## config.mk

```make
export PLATFORM = sky130hd
export DESIGN_NAME = mem_skew_buf
export DESIGN_NICKNAME = d
export VERILOG_FILES = /design/src/rtl/mem_skew_pkg.sv /design/src/rtl/mem_skew_row.sv /design/src/rtl/mem_skew_buf.sv
export SDC_FILE = /design/constraint.sdc
export NUM_CORES = 1
export LEC_CHECK = 0
export ABC_CLOCK_PERIOD_IN_PS = 2850
export CORE_UTILIZATION = 35
export DETAILED_ROUTE_END_ITERATION = 8
export MAX_ROUTING_LAYER = met4
export SLEW_MARGIN = 20
export SYNTH_ARGS = -nofsm -noshare
export SYNTH_HDL_FRONTEND = slang
export SYNTH_HIERARCHICAL = 1
export SYNTH_SLANG_ARGS = --single-unit
export TNS_END_PERCENT = 20
```

## constraint.sdc

```tcl
create_clock -name clk -period 2.85 [get_ports clk]
set_input_delay 0.285 -clock clk [delete_from_list [all_inputs] [get_ports clk]]
set_output_delay 0.285 -clock clk [all_outputs]
set_load 0.02 [all_outputs]
```

## src/rtl/mem_skew_pkg.sv

```systemverilog
// Shared types and sizing helpers for the skewed systolic feed buffer.
// The step counter is sized so that it can hold ROWS+COLS-2.
package mem_skew_pkg;

  typedef enum logic {
    IDLE,
    STREAM
  } state_t;

  function automatic int step_w(input int rows, input int cols);
    return (rows + cols > 2) ? $clog2(rows + cols) : 1;
  endfunction

endpackage

```

## src/rtl/mem_skew_row.sv

```systemverilog
// One output channel: COLS-entry row storage and a skew-offset select.
// Channel OFFSET emits element (t - OFFSET), or zero outside the row.
module mem_skew_row #(
  parameter int BITS   = 8,
  parameter int COLS   = 8,
  parameter int OFFSET = 0,
  parameter int TW     = 4
) (
  input  logic                          clk,
  input  logic                          rst_n,
  input  logic                          we,
  input  logic signed [COLS-1:0][BITS-1:0] wdata,
  input  logic        [TW-1:0]          t,
  output logic signed [BITS-1:0]        sel
);

  logic [COLS-1:0][BITS-1:0] mem;

  always_ff @(posedge clk or negedge rst_n) begin
    if (!rst_n) begin
      mem <= '0;
    end else if (we) begin
      mem <= wdata;
    end
  end

  always_comb begin
    sel = '0;
    for (int j = 0; j < COLS; j++) begin
      if (j + OFFSET == int'(t)) begin
        sel = mem[j];
      end
    end
  end

endmodule

```

## src/rtl/mem_skew_buf.sv

```systemverilog
// Row-loaded buffer streaming ROWS channels with a one-step skew per row.
// Define MEM_SKEW_ERR_EN to add the sticky err output.
module mem_skew_buf
  import mem_skew_pkg::*;
#(
  parameter int BITS = 8,
  parameter int ROWS = 8,
  parameter int COLS = 8
) (
  input  logic                             clk,
  input  logic                             rst_n,
  input  logic                             ld_vld,
  input  logic        [$clog2(ROWS)-1:0]   ld_row,
  input  logic signed [COLS-1:0][BITS-1:0] ld_data,
  output logic                             ld_rdy,
  input  logic                             start,
  input  logic                             en,
  output logic signed [ROWS-1:0][BITS-1:0] dout,
  output logic                             dout_vld,
  output logic                             busy,
  output logic                             done
`ifdef MEM_SKEW_ERR_EN
  ,
  output logic                             err
`endif
);

  localparam int RW = $clog2(ROWS);
  localparam int TW = step_w(ROWS, COLS);
  localparam logic [TW-1:0] LAST = TW'(ROWS + COLS - 2);
  localparam logic [RW:0] NROWS = (RW + 1)'(ROWS);

  state_t                    state;
  logic [TW-1:0]             t;
  logic [ROWS-1:0]           loaded;
  logic [ROWS-1:0][BITS-1:0] sel;
  logic                      row_ok;
  logic                      ld_acc;
  logic                      all_ld;

  assign busy   = (state == STREAM);
  assign ld_rdy = !busy;
  assign row_ok = {1'b0, ld_row} < NROWS;
  assign ld_acc = ld_vld && ld_rdy && row_ok;
  assign all_ld = &loaded;

  for (genvar i = 0; i < ROWS; i++) begin : g_row
    mem_skew_row #(
      .BITS  (BITS),
      .COLS  (COLS),
      .OFFSET(i),
      .TW    (TW)
    ) u_row (
      .clk  (clk),
      .rst_n(rst_n),
      .we   (ld_acc && (ld_row == RW'(i))),
      .wdata(ld_data),
      .t    (t),
      .sel  (sel[i])
    );
  end

  always_ff @(posedge clk or negedge rst_n) begin
    if (!rst_n) begin
      state    <= IDLE;
      t        <= '0;
      loaded   <= '0;
      dout     <= '0;
      dout_vld <= 1'b0;
      done     <= 1'b0;
    end else begin
      dout_vld <= 1'b0;
      done     <= 1'b0;
      if (ld_acc) begin
        loaded[ld_row] <= 1'b1;
      end
      unique case (state)
        IDLE: begin
          // a same-cycle load wins over start
          if (start && all_ld && !ld_vld) begin
            state <= STREAM;
            t     <= '0;
          end
        end
        STREAM: begin
          if (en) begin
            dout     <= sel;
            dout_vld <= 1'b1;
            t        <= t + 1'b1;
            if (t == LAST) begin
              state  <= IDLE;
              done   <= 1'b1;
              loaded <= '0;
            end
          end
        end
        default: state <= IDLE;
      endcase
    end
  end

`ifdef MEM_SKEW_ERR_EN
  always_ff @(posedge clk or negedge rst_n) begin
    if (!rst_n) begin
      err <= 1'b0;
    end else if ((!busy && start && !all_ld) ||
                 (ld_vld && busy) ||
                 (ld_vld && !row_ok)) begin
      err <= 1'b1;
    end
  end
`endif

endmodule

```

==> Yosys cells after proc, flatten, opt, wreduce, memory -nomap -nowiden <==
Cells that the tools add are included.
{ "word_totals": {"ff_bits": 591} }
{ "op_classes": {"muxes": 82, "reduce_logical": 19, "n_eq_ne": 24, "order_cmp": 2, "addsub": 1, "n_bitwise": 2} }
{ "ops": {"columns": ["cell", "count"], "rows": [
  ["$mux W8", 68],
  ["$eq A4 B4 Y1 const A", 8],
  ["$eq A3 B4 Y1 const A", 4],
  ["$eq A3 B3 Y1 const B", 4],
  ["$logic_and A1 B1 Y1", 12],
  ["$mux W1", 9],
  ["$eq A2 B4 Y1 const A", 2],
  ["$mux W4", 2],
  ["$or A8 B8 Y8", 1],
  ["$pmux W4 S2", 1],
  ["$reduce_and A8 Y1", 1],
  ["$eq A3 B2 Y1 const B", 2],
  ["$add A4 B1 Y4 const B", 1],
  ["$eq A4 B4 Y1 const B", 1],
  ["$logic_not A4 Y1", 1],
  ["$lt A3 B4 Y1 const B", 1],
  ["$ne A2 B2 Y1 const B", 2],
  ["$reduce_and A2 Y1", 2],
  ["$demux W1 S3", 1],
  ["$eq A3 B1 Y1 const B", 1],
  ["$ge A3 B1 Y1 const B", 1],
  ["$logic_not A3 Y1", 1],
  ["$logic_not A1 Y1", 2],
  ["$pmux W1 S2", 1],
  ["$not A1 Y1", 1]
]} }

==> Longest topological paths before layout <==
Gate-level depths: netlist of run 1.
{ "depth": {"ltp_word": 9, "depth_mapped": 8, "mapped_depth_nobuf": 5} }

==> By module <==
Netlist of run 1, hierarchy kept.
{ "modules_own_cells": {"columns": ["mod", "instances", "area_each_um2", "seq_area_each_um2", "cells_per_inst"], "rows": [
  ["mem_skew_buf", 1, 3240.6, 1976.9, 198],
  ["mem_skew_row (g_row[5].u_row)", 1, 3169.3, 1601.5, 245],
  ["mem_skew_row (g_row[6].u_row)", 1, 3169.3, 1601.5, 222],
  ["mem_skew_row (g_row[2].u_row)", 1, 3156.8, 1601.5, 237],
  ["mem_skew_row (g_row[0].u_row)", 1, 3123.0, 1601.5, 242],
  ["mem_skew_row (g_row[4].u_row)", 1, 3067.9, 1601.5, 219],
  ["mem_skew_row (g_row[1].u_row)", 1, 3065.4, 1601.5, 244],
  ["mem_skew_row (g_row[3].u_row)", 1, 3046.7, 1601.5, 251],
  ["mem_skew_row (g_row[7].u_row)", 1, 3019.1, 1601.5, 238]
]} }

==> Worst setup path before layout of run 1 <==
Ideal clock, no wire load.
{ "synth_timing": {"path_kind": "flip-flop to flip-flop", "from": "reg t[1]", "to": "reg dout[36] (netlist name)", "t_arrival_ps": 2193, "setup_ps": 125, "stages_incl_launch_ff": 6, "period_less_slack_ps": 2318, "n_path_buf": 1, "slack_ps": 532, "cell_sequence": "dfrtp_1 -> buf_2 -> mux2_2 -> a222oi_1 -> a222oi_1 -> mux2_4"} }
{ "synth_rtl": {"columns": ["element", "line_no", "source"], "rows": [
  ["start: declaration", "mem_skew_buf.sv:34", "logic [TW-1:0] t;"],
  ["start signal: assignment", "mem_skew_buf.sv:89", "t <= t + 1'b1;"],
  ["end signal: assignment", "mem_skew_buf.sv:87", "dout <= sel;"],
  ["end: declaration", "mem_skew_buf.sv:18", "output logic signed [ROWS-1:0][BITS-1:0] dout,"]
]} }

==> results of run 1 <==
-- cell type report --
class / instances / area share
clock buffer: 84 / 0.0527
antenna: 6 / 0.000453
clock inverter: 26 / 0.0104
timing repair buffer: 256 / 0.0794
inverter: 19 / 0.00223
sequential: 591 / 0.447
multi-input combinational: 1326 / 0.368
tap: 1050 / 0.0397
-- cell families after synthesis --
logic type / after synthesis / share of synthesized area
xor gates and xnor gates: 1 / 0.000312
buffers and inverters: 179 / 0.0404
DFF: 591 / 0.527
muxes: 659 / 0.268
and+or+nand+nor: 265 / 0.0542
adders and majority gates: 2 / 0.000892
AOI/OAI and AO/OA: 399 / 0.109
-- where the power goes --
part / internal (mW) / leakage, nW / switching (mW)
logic: 7.37 / 5.53 / 6.87
registers: 12.4 / 7.06 / 2.62
clock network: 4.98 / 1.04 / 3.43
total: 24.8 / 13.6 / 12.9
-- worst paths after layout --
check / to / slack, ns / depth (start not counted)
max: dout[44]$_DFFE_PN0P_ / 0.26 / 7
min: dout_vld$_DFF_PN0_ / 0.21 / 2
max reg2reg: dout[44]$_DFFE_PN0P_ / 0.26 / 7
min reg2reg: g_row[5].u_row/mem[27]$_DFFE_PN0P_ / 0.48 / 1
max in group asynchronous: dout[12]$_DFFE_PN0P_ / 1.68 / 3
min in group clk: busy$_DFF_PN0_ / 0.42 / 3
-- per-layer routing --
| metal | routed length (µm) | track usage | up-vias |
|---|---|---|---|
| li1 | - | - | 8085 |
| met1 | 41300 | 0.330 | 9970 |
| met2 | 41400 | 0.345 | 816 |
| met3 | 6750 | 0.0310 | 188 |
| met4 | 3620 | 0.0837 | 0 |
| met5 | 0 | - | - |
-- through the flow --
step                      area (µm²)  hold slack (ns)   util
final                          33100            0.211  0.418
after floorplan                28100          -0.0106      -
after global routing           33100            0.249  0.418
after detailed placement       31000            0.301  0.392
after global placement         31000            0.308  0.392
after CTS                      33100            0.222  0.418
-- sequential cells by signal, indices dropped and copies added, names as in the netlist --
register	cells
busy	1
done	1
dout	64
dout_vld	1
g_row.u_row/mem	512
loaded	8
t	4
-- timing repair --
item / in CTS / in global routing
hold endpoints to repair: 61 / 0
buffers inserted: 0 / 0
hold buffers: 1 / 0
setup endpoints to repair: 0 / 0
-- layout by cell type, fill, tap and decap left out, types with 9 or more instances in the layout --
cell	instances
a211o_1	11
a21o_1	20
a21oi_1	35
a221o_1	14
a221oi_1	27
a221oi_2	18
a222oi_1	15
a22o_1	15
a22oi_1	21
a2bb2oi_1	11
buf_12	28
buf_4	88
clkbuf_1	12
clkbuf_16	63
clkbuf_8	9
clkdlybuf4s50_1	138
clkinv_2	14
dfrtp_1	587
inv_1	15
mux2_1	67
mux2_2	482
mux2_4	30
mux2i_1	74
nand2_1	78
nand2b_1	28
nand3b_1	12
nor2_1	51
nor2b_1	25
o21a_1	22
o21ai_0	64
o21ai_1	16
o22ai_1	37
o2bb2ai_1	20
-- cells in the mapped netlist, types with 11 or more instances --
master,n,share of area
inv_1,15,0.0020
nor2_1,57,0.0076
mux2_2,482,0.19
a211o_1,11,0.0034
o21ai_1,16,0.0029
buf_6,25,0.010
a21oi_1,35,0.0062
mux2i_1,74,0.026
buf_2,77,0.014
mux2_4,30,0.016
o22ai_1,37,0.0082
nand2b_1,28,0.0062
a221oi_1,27,0.0084
nand3b_1,12,0.0032
o21a_1,22,0.0059
a21o_1,20,0.0054
o21ai_0,64,0.011
a22o_1,15,0.0047
clkbuf_1,21,0.0028
nand2_1,78,0.010
a222oi_1,15,0.0054
a221oi_2,18,0.0096
dfrtp_1,591,0.53
a221o_1,14,0.0050
mux2_1,67,0.027
o2bb2ai_1,20,0.0062
a2bb2oi_1,11,0.0034
nor2b_1,25,0.0056
a22oi_1,21,0.0056
buf_4,21,0.0056
==> metrics.md, run 1 <==
| Metric | Value |
|---|---|
| Run status | finished clean |
| Post-layout net count | 2,329 |
| Final Wtd Congestion | 0.869 |
| Count of unique library cells instantiated by Yosys | 87 |
| Residual DRC count | 0 |
| CTS max path bufs | 3 |
| FF-to-FF Start | t[1]$_DFFE_PN0P_ |
| Chip height | 285 µm |
| Library cell contributing the largest single delay on the critical path | dfrtp_4 |
| Width of the die | 285 µm |
| Crit path time final | 2.59 ns |
| Cell-by-cell listing of the critical path | buf_12, buf_4, a21oi_1, a211oi_1, o221ai_1, o211ai_1, mux2_2 |
| Number of gates resized after cts | 0 |
| Share of post-route cells with drive strength above 1 | 0.348 |
| Fraction of synthesis flops using an asynchronous set or reset pin | 1.00 |
| Antenna violations before repair | 27 |
| Final Skew | 0.0157 ns |
| Number of flops mapped to enable cells by yosys | 0 |
| Startpoint types | flip-flop |
| Number of buffers created by CTS | 61 |
| Overflow after GRT | 0 |
| DR WL/cell | 27.7 µm |
| Fmax achieved | 0.386 GHz |
| Register area share after synthesis | 0.527 |
| Slew HR | 0.242 |
| Worst Setup Path Type | reg -> reg |
| Highest fanout seen on the critical path | 39 |
| Number of top-level pins | 140 |
| Prevailing post-synth register cell | dfrtp_1 |
| Pins over their slew limit | 0 |
| Cell leakage power | 13.6 nW |
| Placed insts | 3,241 |
| Number of fill cells | 7,337 |
| Initial Util | 0.355 |
| First-pass iteration count of the detailed router | 7 |
| Crit path capture type | flip-flop |
| Vias after detailed routing | 19,100 |
| Fraction of the cycle the final worst path needs | 0.909 |
| Actual slew at the worst max-slew pin | 1.13 ns |
| Library cell used as clock root buffer | clkbuf_16 |
| Worst voltage drop across the vdd grid | 0.000619 V |
| # port buffers | 139 |
| Vias in the first global route | 19,300 |
| Total detailed-routing wirelength | 93,000 µm |
| Worst Setup SP | t[1]$_DFFE_PN0P_ |
| Category of cells accounting for the largest share of critical-path delay | compound AO/OA/AOI/OAI gates |
| Number of hold violations in the final report | 0 |
| Sequential cell area in the final layout | 14,800 µm² |
| Number of instances in the synthesized netlist | 2,096 |
| Power Total | 37.7 mW |
| Area of the die | 81,300 µm² |
| Pin count of the biggest net entering global routing | 91 |
| Clock-pin transition on the worst setup and hold timing paths | 0.06 ns |
| Core area | 79,100 µm² |
| Worst-skew pair later-pin latency | 0.64 ns |
| Yosys reg bits | 591 |
| Pre-CTS setup slack | 0.355 ns |
| TritonCTS clock tree | yes |
| Signed area change from the synthesized netlist to the final layout | 18.0% |
| First-pass GRT wire length | 136,000 µm |
| Setup TNS | 0 ns |
| Number of endpoints failing setup at the final stage | 0 |
| Min-delay worst type | in -> async |
| TritonCTS Sinks | 591 |
| Drt initial violations | 2,239 |
| Nets in the synthesized netlist | 2,170 |
| Power Density | 1140 nW/µm² |
| All-Layer GR Usage | 0.235 |
| Unrepaired setup endpoints after global routing | no |
| Largest incremental delay on the critical path | 0.87 ns |
| H-tree level count | 2 |
| Post-DP HPWL | 58,400 µm |
| Least setup slack across all paths after layout | 0.260 ns |
| Arrival time worst endpoint | 3.16 ns |
| Number of violations of the max-capacitance limit | 0 |
| Number of placement rows | 103 |
| Non-Filler Instances | 3,358 |
| Count of warnings emitted by yosys | 6 |
| Footprint of the multi-input gates | 12,200 µm² |
| Post-synth design cell area | 28,100 µm² |
| Post-detailed-route count of antenna-violating nets | 0 |
| Vias per cell | 5.68 |
| Average instance area after synthesis | 13.4 µm² |
| Worst path bufs/invs | 2 |
| Worst path required time | 3.42 ns |
Power figures use the tool's default switching activity.
==> run 2: changes to the inputs <==
CORE_MARGIN = 2   (was unset)
RECOVER_POWER = 100   (was unset)
==> run 2 against run 1 <==
  * The run now ends with max-capacitance violations, max-slew violations left
  * Combinational power about the same
  * Flip-flop and latch count unchanged
  * Die area up 1.4%
  * Clock skew up 0.0056 ns
  * Worst setup slack worse by 0.060 ns
  * Global-route usage down 0.44 points
  * Cell count up 0.27%
  * Critical path type unchanged
  * Largest power group unchanged
  * Highest routed layer unchanged
==> metrics.md, run 2 (synthesis gave the netlist of run 1 again) <==
| Metric | Value |
|---|---|
| Setup bufs post-CTS | 0 |
| Commonest cells after routing, fill and taps aside | dfrtp_1 (587), mux2_2 (482), mux2_1 (87), nand2_1 (79), mux2i_1 (74) |
| Post-layout net count | 2,338 |
| First-pass iteration count of the detailed router | 5 |
| Crit path capture type | flip-flop |
| TritonCTS Sinks | 591 |
| Most common library cell in the layout ignoring fill and taps | dfrtp_1 |
| Unrepaired setup endpoints after global routing | no |
| Vias after detailed routing | 19,000 |
| Number of gates resized after cts | 0 |
| Worst voltage drop across the vdd grid | 0.000552 V |
| Power Density | 1130 nW/µm² |
| Post-detailed-route count of antenna-violating nets | 0 |
| Number of flip-flops under the largest register name | 512 |
| FF-to-FF Start | t[0]$_DFFE_PN0P_ |
| Library cell contributing the largest single delay on the critical path | dfrtp_4 |
| Power Total | 37.1 mW |
| Registers with the most flip-flops | g_row.u_row/mem: 512 flops, dout: 64 flops, loaded: 8 flops |
| Library cell used as clock root buffer | clkbuf_16 |
| Worst path bufs/invs | 2 |
| Cell-by-cell listing of the critical path | clkbuf_2, and2_0, a222oi_1, a222oi_1, clkbuf_1, mux2_2 |
| First-pass GRT wire length | 135,000 µm |
| Chip height | 287 µm |
| Number of violations of the max-capacitance limit | 1 |
| Crit path time final | 2.65 ns |
| Pin count of the biggest net entering global routing | 80 |
| Vias per cell | 5.63 |
| Violations in the final reports | max-capacitance violations, max-slew violations |
| Category of cells accounting for the largest share of critical-path delay | flip-flops |
| Highest fanout seen on the critical path | 23 |
| Number of endpoints failing setup at the final stage | 0 |
| Run status | finished with violations |
| Fin util | 0.416 |
| Antenna violations before repair | 27 |
| Hold-critical path endpoint | busy$_DFF_PN0_ |
| Fraction of the cycle the final worst path needs | 0.929 |
| Worst path required time | 3.43 ns |
| Initial Util | 0.355 |
| Clock-pin transition on the worst setup and hold timing paths | 0.06 ns |
| H-tree level count | 2 |
| Min-delay worst type | in -> reg |
| Total detailed-routing wirelength | 92,100 µm |
| Hold wc startpoint | en |
| Arrival time worst endpoint | 3.23 ns |
| Least setup slack across all paths after layout | 0.201 ns |
| Slack of the worst reg-to-reg path | 0.20 ns |
| Core area | 79,100 µm² |
| Setup TNS | 0 ns |
| Signed area change from the synthesized netlist to the final layout | 17.2% |
| Residual DRC count | 0 |
| Final Wtd Congestion | 0.860 |
| Fmax achieved | 0.378 GHz |
| Drt initial violations | 2,073 |
| Overflow after GRT | 0 |
| Largest incremental delay on the critical path | 0.73 ns |
| Number of hold violations in the final report | 0 |
| All-Layer GR Usage | 0.230 |
| Number of placement rows | 103 |
| Startpoint types | flip-flop |
| Post-DP HPWL | 58,200 µm |
| Share of post-route cells with drive strength above 1 | 0.333 |
| Number of stages on the worst hold path | 3 |
| Worst Setup Path Type | reg -> reg |
| Worst-skew pair later-pin latency | 0.64 ns |
| Most flops, register | g_row.u_row/mem |
| Cell leakage power | 13.7 nW |
| Slew HR | -0.637 |
| Area of the die | 82,400 µm² |
| Reg2reg end | dout[32]$_DFFE_PN0P_ |
| Number of buffers created by CTS | 61 |
| DR WL/cell | 27.4 µm |
| Hold WS | 0.427 ns |
| Vias in the first global route | 19,600 |
| Number of top-level pins | 140 |
| Worst reg2reg path depth | 6 |
| Width of the die | 287 µm |
| Pre-CTS setup slack | 0.402 ns |
| Actual slew at the worst max-slew pin | 2.46 ns |
| Pins over their slew limit | 71 |
| CTS max path bufs | 3 |
| Final Skew | 0.0213 ns |
| TritonCTS clock tree | yes |
| Library cell appearing most often on the critical path | a222oi_1 |
| # port buffers | 139 |
-- run 2: cell types whose count changed in the layout (fill, tap and decap cells not counted), sizes merged, moves of 2 or more --
| cell | before | now |
|---|---|---|
| buf | 117 | 95 |
| bufinv | 8 | 6 |
| clkbuf | 84 | 118 |
| clkdlybuf4s50 | 138 | 70 |
| dlygate4sd3 | 1 | 69 |
| inv | 21 | 19 |
-- run 2: stage by stage --
stage,cell area [µm²],std cells
after CTS,33200,3362
after detailed placement,31100,3250
after floorplan,28100,2096
after global placement,31100,3250
final,32900,3367
after global routing,32900,3362
-- run 2: how the worst max path moves through the flow --
stage                      from                                 to  slack (ns)  cells after the start
2_1_floorplan  t[1]$_DFFE_PN0P_               dout[36]$_DFFE_PN0P_        0.53                      5
3_3_place_gp   t[2]$_DFFE_PN0P_               dout[51]$_DFFE_PN0P_        0.42                      6
3_5_place_dp   t[2]$_DFFE_PN0P_               dout[29]$_DFFE_PN0P_        0.40                      5
4_1_cts        t[2]$_DFFE_PN0P_               dout[29]$_DFFE_PN0P_        0.39                      5
5_1_grt                   rst_n  g_row[0].u_row/mem[3]$_DFFE_PN0P_        0.15                      3
6_report       t[0]$_DFFE_PN0P_               dout[32]$_DFFE_PN0P_        0.20                      6
-- run 2: routing by layer --
| layer | GRT usage | wire length, µm |
|---|---|---|
| met5 | - | 0 |
| met4 | 0.0840 | 3740 |
| met3 | 0.0297 | 6460 |
| met2 | 0.362 | 43200 |
| met1 | 0.305 | 38800 |
-- run 2: repair_timing --
action | in CTS | in global routing
hold endpoints to repair | 54 | 0
hold buffers | 1 | 0
endpoints found under the setup margin | 0 | 0
-- run 2: where the power goes --
group          leakage [nW]  internal [mW]  switching (mW)
combinational          5.57           7.06            6.88
sequential             7.06           12.4            2.43
clock                  1.02           4.85            3.42
-- run 2: tightest hold or removal path, cell delays in order --
cell and delay [ns]:
clkdlybuf4s50_1 0.49, nand4_1 0.12, a21o_1 0.12
-- run 2: final cells by class --
type	instances	area (µm²)
clock inverter	24	288
tap	1050	1310
sequential	591	14800
fill	7364	46200
antenna	5	12.5
clock buffer	87	1780
multi-input combinational	1326	12000
timing repair buffer	265	2590
inverter	19	72.6
==> run 3: changes to the inputs <==
ABC_CLOCK_PERIOD_IN_PS = 3000   (was 2850)
clock period = 3 ns   (was 2.85 ns; I/O delays follow)
==> run 3 against run 2 <==
  * The flow still finishes with violations (max-capacitance violations, max-slew violations)
  * Wire length up 0.22%
  * Hold slack better by 0.028 ns
  * Critical path depth unchanged
  * First-iteration DRC count up 4.5%
  * Cell area down 0.75%
  * Fmax down 3.9%
  * Worst setup slack better by 0.042 ns
  * Die area unchanged
  * Via count up 0.14%
  * Critical endpoint is now dout[38]$_DFFE_PN0P_
  * Largest cell class unchanged
==> metrics.md, run 3 (synthesis gave the netlist of run 1 again) <==
| Metric | Value |
|---|---|
| Min-delay worst type | in -> reg |
| Non-Filler Instances | 3,334 |
| Slew HR | -0.281 |
| Most flops, register | g_row.u_row/mem |
| Overflow after GRT | 0 |
| Clock-pin transition on the worst setup and hold timing paths | 0.06 ns |
| Fin util | 0.413 |
| Most common library cell in the layout ignoring fill and taps | dfrtp_1 |
| Number of buffers created by CTS | 67 |
| Crit path capture type | flip-flop |
| Cell leakage power | 13.5 nW |
| TritonCTS Sinks | 591 |
| Run status | finished with violations |
| Category of cells accounting for the largest share of critical-path delay | buffers and inverters |
| Fmax achieved | 0.363 GHz |
| All-Layer GR Usage | 0.231 |
| Power Density | 1090 nW/µm² |
| Highest fanout seen on the critical path | 26 |
| Core area | 79,100 µm² |
| Worst path required time | 3.48 ns |
| Startpoint types | flip-flop |
| Post-layout net count | 2,302 |
| Number of placement rows | 103 |
| Registers with the most flip-flops | g_row.u_row/mem: 512 flops, dout: 64 flops, loaded: 8 flops |
| Vias in the first global route | 19,300 |
| Worst Setup Path Type | reg -> reg |
| Residual DRC count | 0 |
| First-pass GRT wire length | 134,000 µm |
| Worst path bufs/invs | 3 |
| Worst-skew pair later-pin latency | 0.61 ns |
| Setup bufs post-CTS | 0 |
| Post-DP HPWL | 57,000 µm |
| Number of hold violations in the final report | 0 |
| Pre-CTS setup slack | 0.448 ns |
| CTS max path bufs | 3 |
| DR WL/cell | 27.7 µm |
| Arrival time worst endpoint | 3.24 ns |
| Placed insts | 3,208 |
| # port buffers | 139 |
| TritonCTS clock tree | yes |
| Drt initial violations | 2,166 |
| Pin count of the biggest net entering global routing | 86 |
| Setup TNS | 0 ns |
| Width of the die | 287 µm |
| First-pass iteration count of the detailed router | 6 |
| Chip height | 287 µm |
| Vias after detailed routing | 19,000 |
| Antenna violations before repair | 31 |
| Largest incremental delay on the critical path | 0.69 ns |
| H-tree level count | 3 |
| Post-detailed-route count of antenna-violating nets | 0 |
| Signed area change from the synthesized netlist to the final layout | 16.4% |
| Violations in the final reports | max-capacitance violations, max-slew violations |
| Crit path time final | 2.76 ns |
| Area of the die | 82,400 µm² |
| Number of flip-flops under the largest register name | 512 |
| Initial Util | 0.355 |
| Share of post-route cells with drive strength above 1 | 0.326 |
| Number of top-level pins | 140 |
| Number of violations of the max-capacitance limit | 1 |
| Power Total | 35.4 mW |
| Unrepaired setup endpoints after global routing | no |
| Actual slew at the worst max-slew pin | 1.92 ns |
| Pins over their slew limit | 57 |
| Number of fill cells | 7,379 |
| Worst voltage drop across the vdd grid | 0.000536 V |
| Vias per cell | 5.70 |
| Final Skew | 0.0186 ns |
| Number of endpoints failing setup at the final stage | 0 |
| Final Wtd Congestion | 0.841 |
| Fraction of the cycle the final worst path needs | 0.919 |
| Cell-by-cell listing of the critical path | clkbuf_2, buf_4, mux4_1, inv_1, a32oi_1, mux2_4 |
| Least setup slack across all paths after layout | 0.243 ns |
| Commonest cells after routing, fill and taps aside | dfrtp_1 (587), mux2_2 (482), mux2_1 (86), nand2_1 (78), mux2i_1 (74) |
| Library cell used as clock root buffer | clkbuf_16 |
| Total detailed-routing wirelength | 92,300 µm |
| Library cell contributing the largest single delay on the critical path | dfrtp_4 |
run 3: cell types whose count changed in the layout (fill, tap and decap cells not counted), moves of 4 or more:
cell and change:
buf_12 -10, clkbuf_16 +6, clkbuf_1 -8, clkbuf_8 +7
clkinv_2 -7, buf_4 -21, clkbuf_2 -6, diode_2 +6
bufinv_16 -4
run 3: worst register-to-register path: cells and delay by family, from the launching register on:
family | cells | cell delay [ns]
buf+inv | 3 | 1.05
flops | 1 | 0.69
compound gates | 1 | 0.06
mux | 2 | 0.84
run 3: path summary, 6_finish.rpt:
path | cells past startpoint | slack [ns] | end | from
max | 6 | 0.24 | dout[38]$_DFFE_PN0P_ | t[0]$_DFFE_PN0P_
min | 3 | 0.45 | busy$_DFF_PN0_ | en
max reg2reg | 6 | 0.24 | dout[38]$_DFFE_PN0P_ | t[0]$_DFFE_PN0P_
min reg2reg | 1 | 0.48 | dout[1]$_DFFE_PN0P_ | dout[1]$_DFFE_PN0P_
max in group asynchronous | 3 | 0.55 | g_row[1].u_row/mem[21]$_DFFE_PN0P_ | rst_n
min in group asynchronous | 2 | 0.78 | dout_vld$_DFF_PN0_ | rst_n
run 3: timing repair:
| action | 4_1_cts | 5_1_grt |
|---|---|---|
| hold buffers | 1 | 0 |
| endpoints found under the setup margin | 0 | 0 |
| gates resized for setup | 0 | 0 |
| endpoints found under the hold margin | 48 | 0 |
run 3: final cells by class:
class	count	area (µm²)	area share
Sequential cell	591	14800	0.453
Multi-Input combinational cell	1326	12100	0.369
Timing Repair Buffer	223	2200	0.0674
Clock buffer	99	2020	0.0619
Tap cell	1050	1310	0.0402
Clock inverter	15	164	0.00502
Inverter	19	73.8	0.00226
Antenna cell	11	27.5	0.000843
run 3: metrics by stage:
step / cell area, µm² / hold slack (ns)
floorplan: 28100 / 0.00441
global placement: 30800 / 0.323
detailed placement: 30800 / 0.327
CTS: 33000 / 0.264
global route: 32600 / 0.501
finish: 32600 / 0.455
run 3: routing by layer:
layer / GRT usage / share of wire / wire (µm)
met1: 0.307 / 0.42 / 38900
met2: 0.356 / 0.46 / 42400
met3: 0.0346 / 0.079 / 7270
met4: 0.0882 / 0.040 / 3710
met5: - / 0 / 0
run 3: power by group:
part	internal [mW]	switching, mW	total, mW
logic	6.62	6.55	13.2
registers	11.8	2.30	14.1
clock network	4.83	3.33	8.16
